--- config.mk ---
export PLATFORM = sky130hd
export DESIGN_NAME = isp_tpg
export DESIGN_NICKNAME = d
export VERILOG_FILES = /design/src/rtl/isp_tpg.sv
export SDC_FILE = /design/constraint.sdc
export NUM_CORES = 1
export LEC_CHECK = 0
export ABC_CLOCK_PERIOD_IN_PS = 8000
export BUFFER_PORTS_ARGS = -buffer_cell sky130_fd_sc_hd__buf_2
export CAP_MARGIN = 0
export CORE_UTILIZATION = 50
export DETAILED_ROUTE_END_ITERATION = 16
export PLACE_DENSITY = 0.69
export SLEW_MARGIN = 5
export SYNTH_ARGS = -nofsm -noshare
export SYNTH_HDL_FRONTEND = slang
export SYNTH_SLANG_ARGS = --single-unit
--- constraint.sdc ---
create_clock -name pclk -period 8 [get_ports pclk]
set_input_delay 1.2 -clock pclk [delete_from_list [all_inputs] [get_ports pclk]]
set_output_delay 1.2 -clock pclk [all_outputs]
set_load 0.02 [all_outputs]
--- src/rtl/isp_tpg.sv ---
// Bayer test-pattern and sensor-timing generator.
// Produces raw frames (vsync pulse, vertical front porch, then HEIGHT lines
// of WIDTH active pixels each followed by HBLANK blank clocks) carrying one
// of four patterns plus a per-CFA-channel black pedestal, saturated to BITS.
//
// Output interface: a source-only stream with no backpressure. out_href
// qualifies out_raw; a pixel is transferred on every rising pclk edge where
// out_href=1, and out_raw is held at 0 whenever out_href=0. out_vsync marks
// the start of a frame and is never high together with out_href.
module isp_tpg #(
   parameter int BITS      = 8,
   parameter int WIDTH     = 1280,
   parameter int HEIGHT    = 960,
   parameter int BAYER     = 0,
   parameter int VSYNC_CLK = 4,
   parameter int VFP_CLK   = 8,
   parameter int HBLANK    = 16
) (
   input  logic            pclk,
   input  logic            rst_n,
   input  logic            enable,
   input  logic [1:0]      pattern_mode,
   input  logic [BITS-1:0] solid_val,
   input  logic [BITS-1:0] black_r,
   input  logic [BITS-1:0] black_gr,
   input  logic [BITS-1:0] black_gb,
   input  logic [BITS-1:0] black_b,
   output logic            out_href,
   output logic            out_vsync,
   output logic [BITS-1:0] out_raw,
   output logic            frame_done,
   output logic [15:0]     frame_cnt
);

   localparam int XW     = (WIDTH  > 1) ? $clog2(WIDTH)  : 1;
   localparam int YW     = (HEIGHT > 1) ? $clog2(HEIGHT) : 1;
   localparam int BMAX_A = (VSYNC_CLK > VFP_CLK) ? VSYNC_CLK : VFP_CLK;
   localparam int BMAX   = (BMAX_A > HBLANK) ? BMAX_A : HBLANK;
   localparam int BW     = (BMAX > 1) ? $clog2(BMAX) : 1;

   typedef enum logic [2:0] {
      S_IDLE   = 3'd0,
      S_VSYNC  = 3'd1,
      S_VFP    = 3'd2,
      S_ACTIVE = 3'd3,
      S_HBLK   = 3'd4
   } state_t;

   state_t          state, state_nx;
   logic [XW-1:0]   x, x_nx;
   logic [YW-1:0]   y, y_nx;
   logic [BW-1:0]   bcnt, bcnt_nx;
   logic            frame_end;
   logic            load_cfg;

   // Per-frame configuration snapshot
   logic [1:0]      cfg_mode;
   logic [BITS-1:0] cfg_solid;
   logic [BITS-1:0] cfg_br, cfg_bgr, cfg_bgb, cfg_bb;

   // Pixel datapath
   logic            x_b3, y_b3;
   logic [BITS-1:0] base;
   logic [BITS-1:0] blk;
   logic [1:0]      ch;
   logic [BITS:0]   sum;
   logic [BITS-1:0] pix;

   // State and counter registers
   always_ff @(posedge pclk or negedge rst_n) begin
      if (!rst_n) begin
         state <= S_IDLE;
         x     <= '0;
         y     <= '0;
         bcnt  <= '0;
      end else begin
         state <= state_nx;
         x     <= x_nx;
         y     <= y_nx;
         bcnt  <= bcnt_nx;
      end
   end

   // Next-state logic: one shared blanking counter times VSYNC, VFP and HBLK
   always_comb begin
      state_nx  = state;
      x_nx      = x;
      y_nx      = y;
      bcnt_nx   = bcnt;
      frame_end = 1'b0;
      load_cfg  = 1'b0;
      case (state)
         S_IDLE: begin
            if (enable) begin
               state_nx = S_VSYNC;
               bcnt_nx  = '0;
               load_cfg = 1'b1;
            end
         end
         S_VSYNC: begin
            if (bcnt == BW'(VSYNC_CLK - 1)) begin
               state_nx = S_VFP;
               bcnt_nx  = '0;
            end else begin
               bcnt_nx = bcnt + BW'(1);
            end
         end
         S_VFP: begin
            if (bcnt == BW'(VFP_CLK - 1)) begin
               state_nx = S_ACTIVE;
               bcnt_nx  = '0;
               x_nx     = '0;
               y_nx     = '0;
            end else begin
               bcnt_nx = bcnt + BW'(1);
            end
         end
         S_ACTIVE: begin
            if (x == XW'(WIDTH - 1)) begin
               state_nx = S_HBLK;
               bcnt_nx  = '0;
            end else begin
               x_nx = x + XW'(1);
            end
         end
         S_HBLK: begin
            if (bcnt == BW'(HBLANK - 1)) begin
               bcnt_nx = '0;
               if (y != YW'(HEIGHT - 1)) begin
                  y_nx     = y + YW'(1);
                  x_nx     = '0;
                  state_nx = S_ACTIVE;
               end else begin
                  // End of frame: enable is only looked at here and in IDLE
                  frame_end = 1'b1;
                  if (enable) begin
                     state_nx = S_VSYNC;
                     load_cfg = 1'b1;
                  end else begin
                     state_nx = S_IDLE;
                  end
               end
            end else begin
               bcnt_nx = bcnt + BW'(1);
            end
         end
         default: state_nx = S_IDLE;
      endcase
   end

   // Snapshot pattern and pedestals on VSYNC entry so a frame is uniform
   always_ff @(posedge pclk or negedge rst_n) begin
      if (!rst_n) begin
         cfg_mode  <= '0;
         cfg_solid <= '0;
         cfg_br    <= '0;
         cfg_bgr   <= '0;
         cfg_bgb   <= '0;
         cfg_bb    <= '0;
      end else if (load_cfg) begin
         cfg_mode  <= pattern_mode;
         cfg_solid <= solid_val;
         cfg_br    <= black_r;
         cfg_bgr   <= black_gr;
         cfg_bgb   <= black_gb;
         cfg_bb    <= black_b;
      end
   end

   // Bit 3 of the counters drives the 8x8 checker; narrow counters read as 0
   if (XW > 3) begin : g_xb3
      assign x_b3 = x[3];
   end else begin : g_xb3_zero
      assign x_b3 = 1'b0;
   end
   if (YW > 3) begin : g_yb3
      assign y_b3 = y[3];
   end else begin : g_yb3_zero
      assign y_b3 = 1'b0;
   end

   // Pattern base, CFA pedestal select and saturating add
   always_comb begin
      case (cfg_mode)
         2'd0:    base = cfg_solid;
         2'd1:    base = BITS'(x);
         2'd2:    base = BITS'(y);
         default: base = (x_b3 ^ y_b3) ? {BITS{1'b1}} : {BITS{1'b0}};
      endcase
      ch = 2'(BAYER) ^ {y[0], x[0]};
      case (ch)
         2'd0:    blk = cfg_br;
         2'd1:    blk = cfg_bgr;
         2'd2:    blk = cfg_bgb;
         default: blk = cfg_bb;
      endcase
      sum = {1'b0, base} + {1'b0, blk};
      pix = sum[BITS] ? {BITS{1'b1}} : sum[BITS-1:0];
   end

   // Registered outputs, one clock behind state and counters
   always_ff @(posedge pclk or negedge rst_n) begin
      if (!rst_n) begin
         out_href   <= 1'b0;
         out_vsync  <= 1'b0;
         out_raw    <= '0;
         frame_done <= 1'b0;
         frame_cnt  <= '0;
      end else begin
         out_href   <= (state == S_ACTIVE);
         out_vsync  <= (state == S_VSYNC);
         out_raw    <= (state == S_ACTIVE) ? pix : '0;
         frame_done <= frame_end;
         if (frame_end) begin
            frame_cnt <= frame_cnt + 16'd1;
         end
      end
   end

endmodule

==> results list <==
- Run status: completed
* Drt pass-1 iters: 4
* HPWL reported at the end of detailed placement: 7130 um
* Max-capacitance violation count: 0
* Antenna-violating nets left: 0
- Among all flip-flop cells after synthesis, the most frequent one is dfrtp_1.
- In this run, distinct cell masters in the synthesized netlist total 56.
- Period utilization: 43.1%
* Clk buf depth: 2
- Count of flip-flops with a built-in enable after synthesis: 0
* Peak Freq: 0.290 GHz
- In this run the count of I/O pins placed on the die edge is 72.
* H-tree depth reported by CTS: 3
- Of all cell types, the one taking the most synthesized area is dfrtp_1.
* Number of buffers created by CTS: 9
- The number of pins with negative max-slew slack in the final report came to 0.
- Dividing total power by cell area gives a power density of 141 mW/mm^2.
- Initial core utilization: 51.6%
- The worst hold path belongs to the class reg -> reg.
- Clock transition at the registers of the reported paths: 100 ps
* Most used cell along the critical path: a21oi_1
- Leading post-synthesis cells by instance count: 97 x dfrtp_1, 42 x mux2_2, 30 x nor2_1
* Count of input and output buffers: 71
- Cell count after synthesis: 446
* WP buf/inv: 0
- Setup repair after global routing left no endpoint under its margin.
- Total wirelength of the detailed-routed design: 9800 um
* # diodes: 0
* Cell at the root of the clock tree: clkbuf_8
- At the end of routability-driven placement, the weighted congestion stood at 0.800.
* Leakage power: 2.83 nW
- Number of instances resized during post-cts repair: 0
- The number of hold violations in the final report is 0.
- The first global-routing pass estimated 16000 um of wire.
* Initial detailed-routing violation count: 163
- Area of the die: 0.0104 mm^2
- Summing every instance area after synthesis gives 0.00502 mm^2.
- Final Skew: 15.2 ps
- The net count of the finished layout is 565.
- The signal on the critical path passes through mux4_2, ha_1, fa_1, a211oi_1, nor2_1, a221o_1, a21oi_1, a21oi_1.
- WL per Instance: 15.2 um
* Final setup violation count: 0
- The number of global-route vias before repair is 3341.
- The floorplan step set the die width to 102 um.
* CP endpoint kind: flop
- Area inside the core boundary: 0.00973 mm^2
- Data arrival time of the worst path: 3670 ps
* Measured slew at the worst slew-check pin: 1060 ps
* Critical Path Max Stage Delay: 770 ps
* Top post-synthesis cells by area: dfrtp_1 48%, mux2_2 9.4%, mux4_2 3.6%
- Cell with the largest stage delay on the worst path: dfrtp_1
* Required time of the worst setup path: 8220 ps
- Synth top area share: 48.4%
- Largest net degree at the start of global routing: 53
- Grouping stages by cell kind, the critical path spends the most delay in compound AO/OA/AOI/OAI gates.
- The later pin in the worst-skew pair is clocked with a latency of 360 ps.
- Slew Limit Headroom: 28.9%
- Critical setup path kind: reg -> reg
* Accumulated negative setup slack: 0 ps
* Remaining routing DRC violations: 0
- Shortest clock period the worst path allows after layout: 3450 ps
* Post-synthesis average cell area: 11.2 um^2
- For this run, asynchronously set or reset flops after synthesis account for 100%.
- Along the worst path, the maximum fanout reaches 13.
- In this run, synthesis produced a sequential element count of 97.
* Net count of the mapped netlist: 504
- Sequential element share of the synthesized area: 48.4%
- Number of buffers added for setup after CTS: 0
- Number of placement rows: 36
- Mean number of vias per cell: 5.57
- The clock net in this run drives a total of 97 sinks.
- Layout cells sized above 1: 28.2%
- Y dimension of the die: 102 um
- For this run the aggregate overflow at the end of global routing stands at 0.
- Post-route total power: 0.793 mW
- Area overhead of the layout relative to synthesis: 11.9%
- After clock tree synthesis, the flow added hold-fix buffers numbering 0.
- For this run, the total global-route usage over all layers was measured as 19.9%.
- Startpoint type of the worst setup path: flop
* Vias: 3586
- Initial antenna violation count: 0
- The most common cell in the synthesized netlist is dfrtp_1.
* TritonCTS clock tree: built
* Total number of yosys warnings: 0
* Largest voltage drop on the vdd net: 0.101 mV
## layer usage
metal  part of all wire [%]  vias to the layer above  global-route usage [%]
met1                     47                     1751                    27.9
met2                     47                       89                    31.2
met4                    1.3                        0                    5.93
met3                    4.9                       12                    4.04
li1                       -                     1734                       -
met5                      0                        -                       0
## per-stage QoR
step	worst slack, ps	instance area [um^2]	utilization, %	cells	hold WS, ps
5_1_grt	4270	5610	57.7	644	496
3_3_place_gp	4590	5440	56.0	629	459
2_1_floorplan	4710	5020	-	446	459
3_5_place_dp	4520	5440	56.0	629	458
4_1_cts	4500	5610	57.7	644	476
6_report	4550	5610	57.7	644	471
## cell usage in the layout (no fill, tap or decap), drive strengths merged, types with 3 or more instances in the layout
master and count:
a21oi 20, xor2 11, clkbuf 9, buf 72, nand3b 3, nor2 30
dfrtp 97, mux2 51, a21o 7, mux4 8, inv 11, o21ai 22
nand2 26, and4 4, nand3 18, and3 11, o22ai 9, nor3b 4
clkinvlp 4, a22o 3, and2 5, nor3 4, nor2b 5, ha 12
nand4 12, a31oi 3, mux2i 4, xnor2 19
## path summary, 6_finish.rpt
kind                                    start            end  slack, ps  cells after the start
worst min-delay path            frame_cnt[15]  frame_cnt[15]        470                      1
worst max register to register           x[0]     out_raw[2]       4550                      8
worst max-delay path                     x[0]     out_raw[2]       4550                      8
max in group asynchronous               rst_n     cfg_bgr[4]       6110                      2
min in group asynchronous               rst_n        bcnt[2]        830                      1
worst min register to register  frame_cnt[15]  frame_cnt[15]        470                      1
## power by group
| group | internal, mW | switching (mW) | total [mW] |
|---|---|---|---|
| registers | 0.490 | 0 | 0.490 |
| clock network | 0.112 | 0.171 | 0.283 |
| logic | 0.00806 | 0.0123 | 0.0203 |
## flip-flops by register name (all words and copies together), names as in the netlist
name and flops:
bcnt 4, cfg_bb 8, cfg_bgb 8, cfg_bgr 8, cfg_br 8, cfg_mode 2, cfg_solid 8, frame_cnt 16
frame_done 1, out_href 1, out_raw 8, out_vsync 1, state 3, x 11, y 10
## worst register-to-register path, delay by kind of cell (launching register included)
family / cells / cell delay [ps]
AO/OA/AOI/OAI: 4 / 1180
adder cells (fa/ha/maj): 2 / 670
flip-flops: 1 / 770
multiplexers: 1 / 590
AND/OR/NAND/NOR: 1 / 120
## kinds of logic after synthesis
family | synth area share [%]
AOI/OAI and AO/OA | 10.1
adders and majority gates | 3.39
muxes | 15.8
xor gates and xnor gates | 5.24
buffers and inverters | 2.89
DFF | 48.4
and+or+nand+nor | 14.1
## area by class of cell
class / count / area (um^2)
inverters: 11 / 41.3
clock buffers: 9 / 124
fillers: 859 / 4120
flip-flops and latches: 97 / 2430
multi-input cells: 316 / 2440
repair buffers: 72 / 365
well taps: 133 / 166
clock inverters: 6 / 43.8
(Power assumes the default switching activity.)
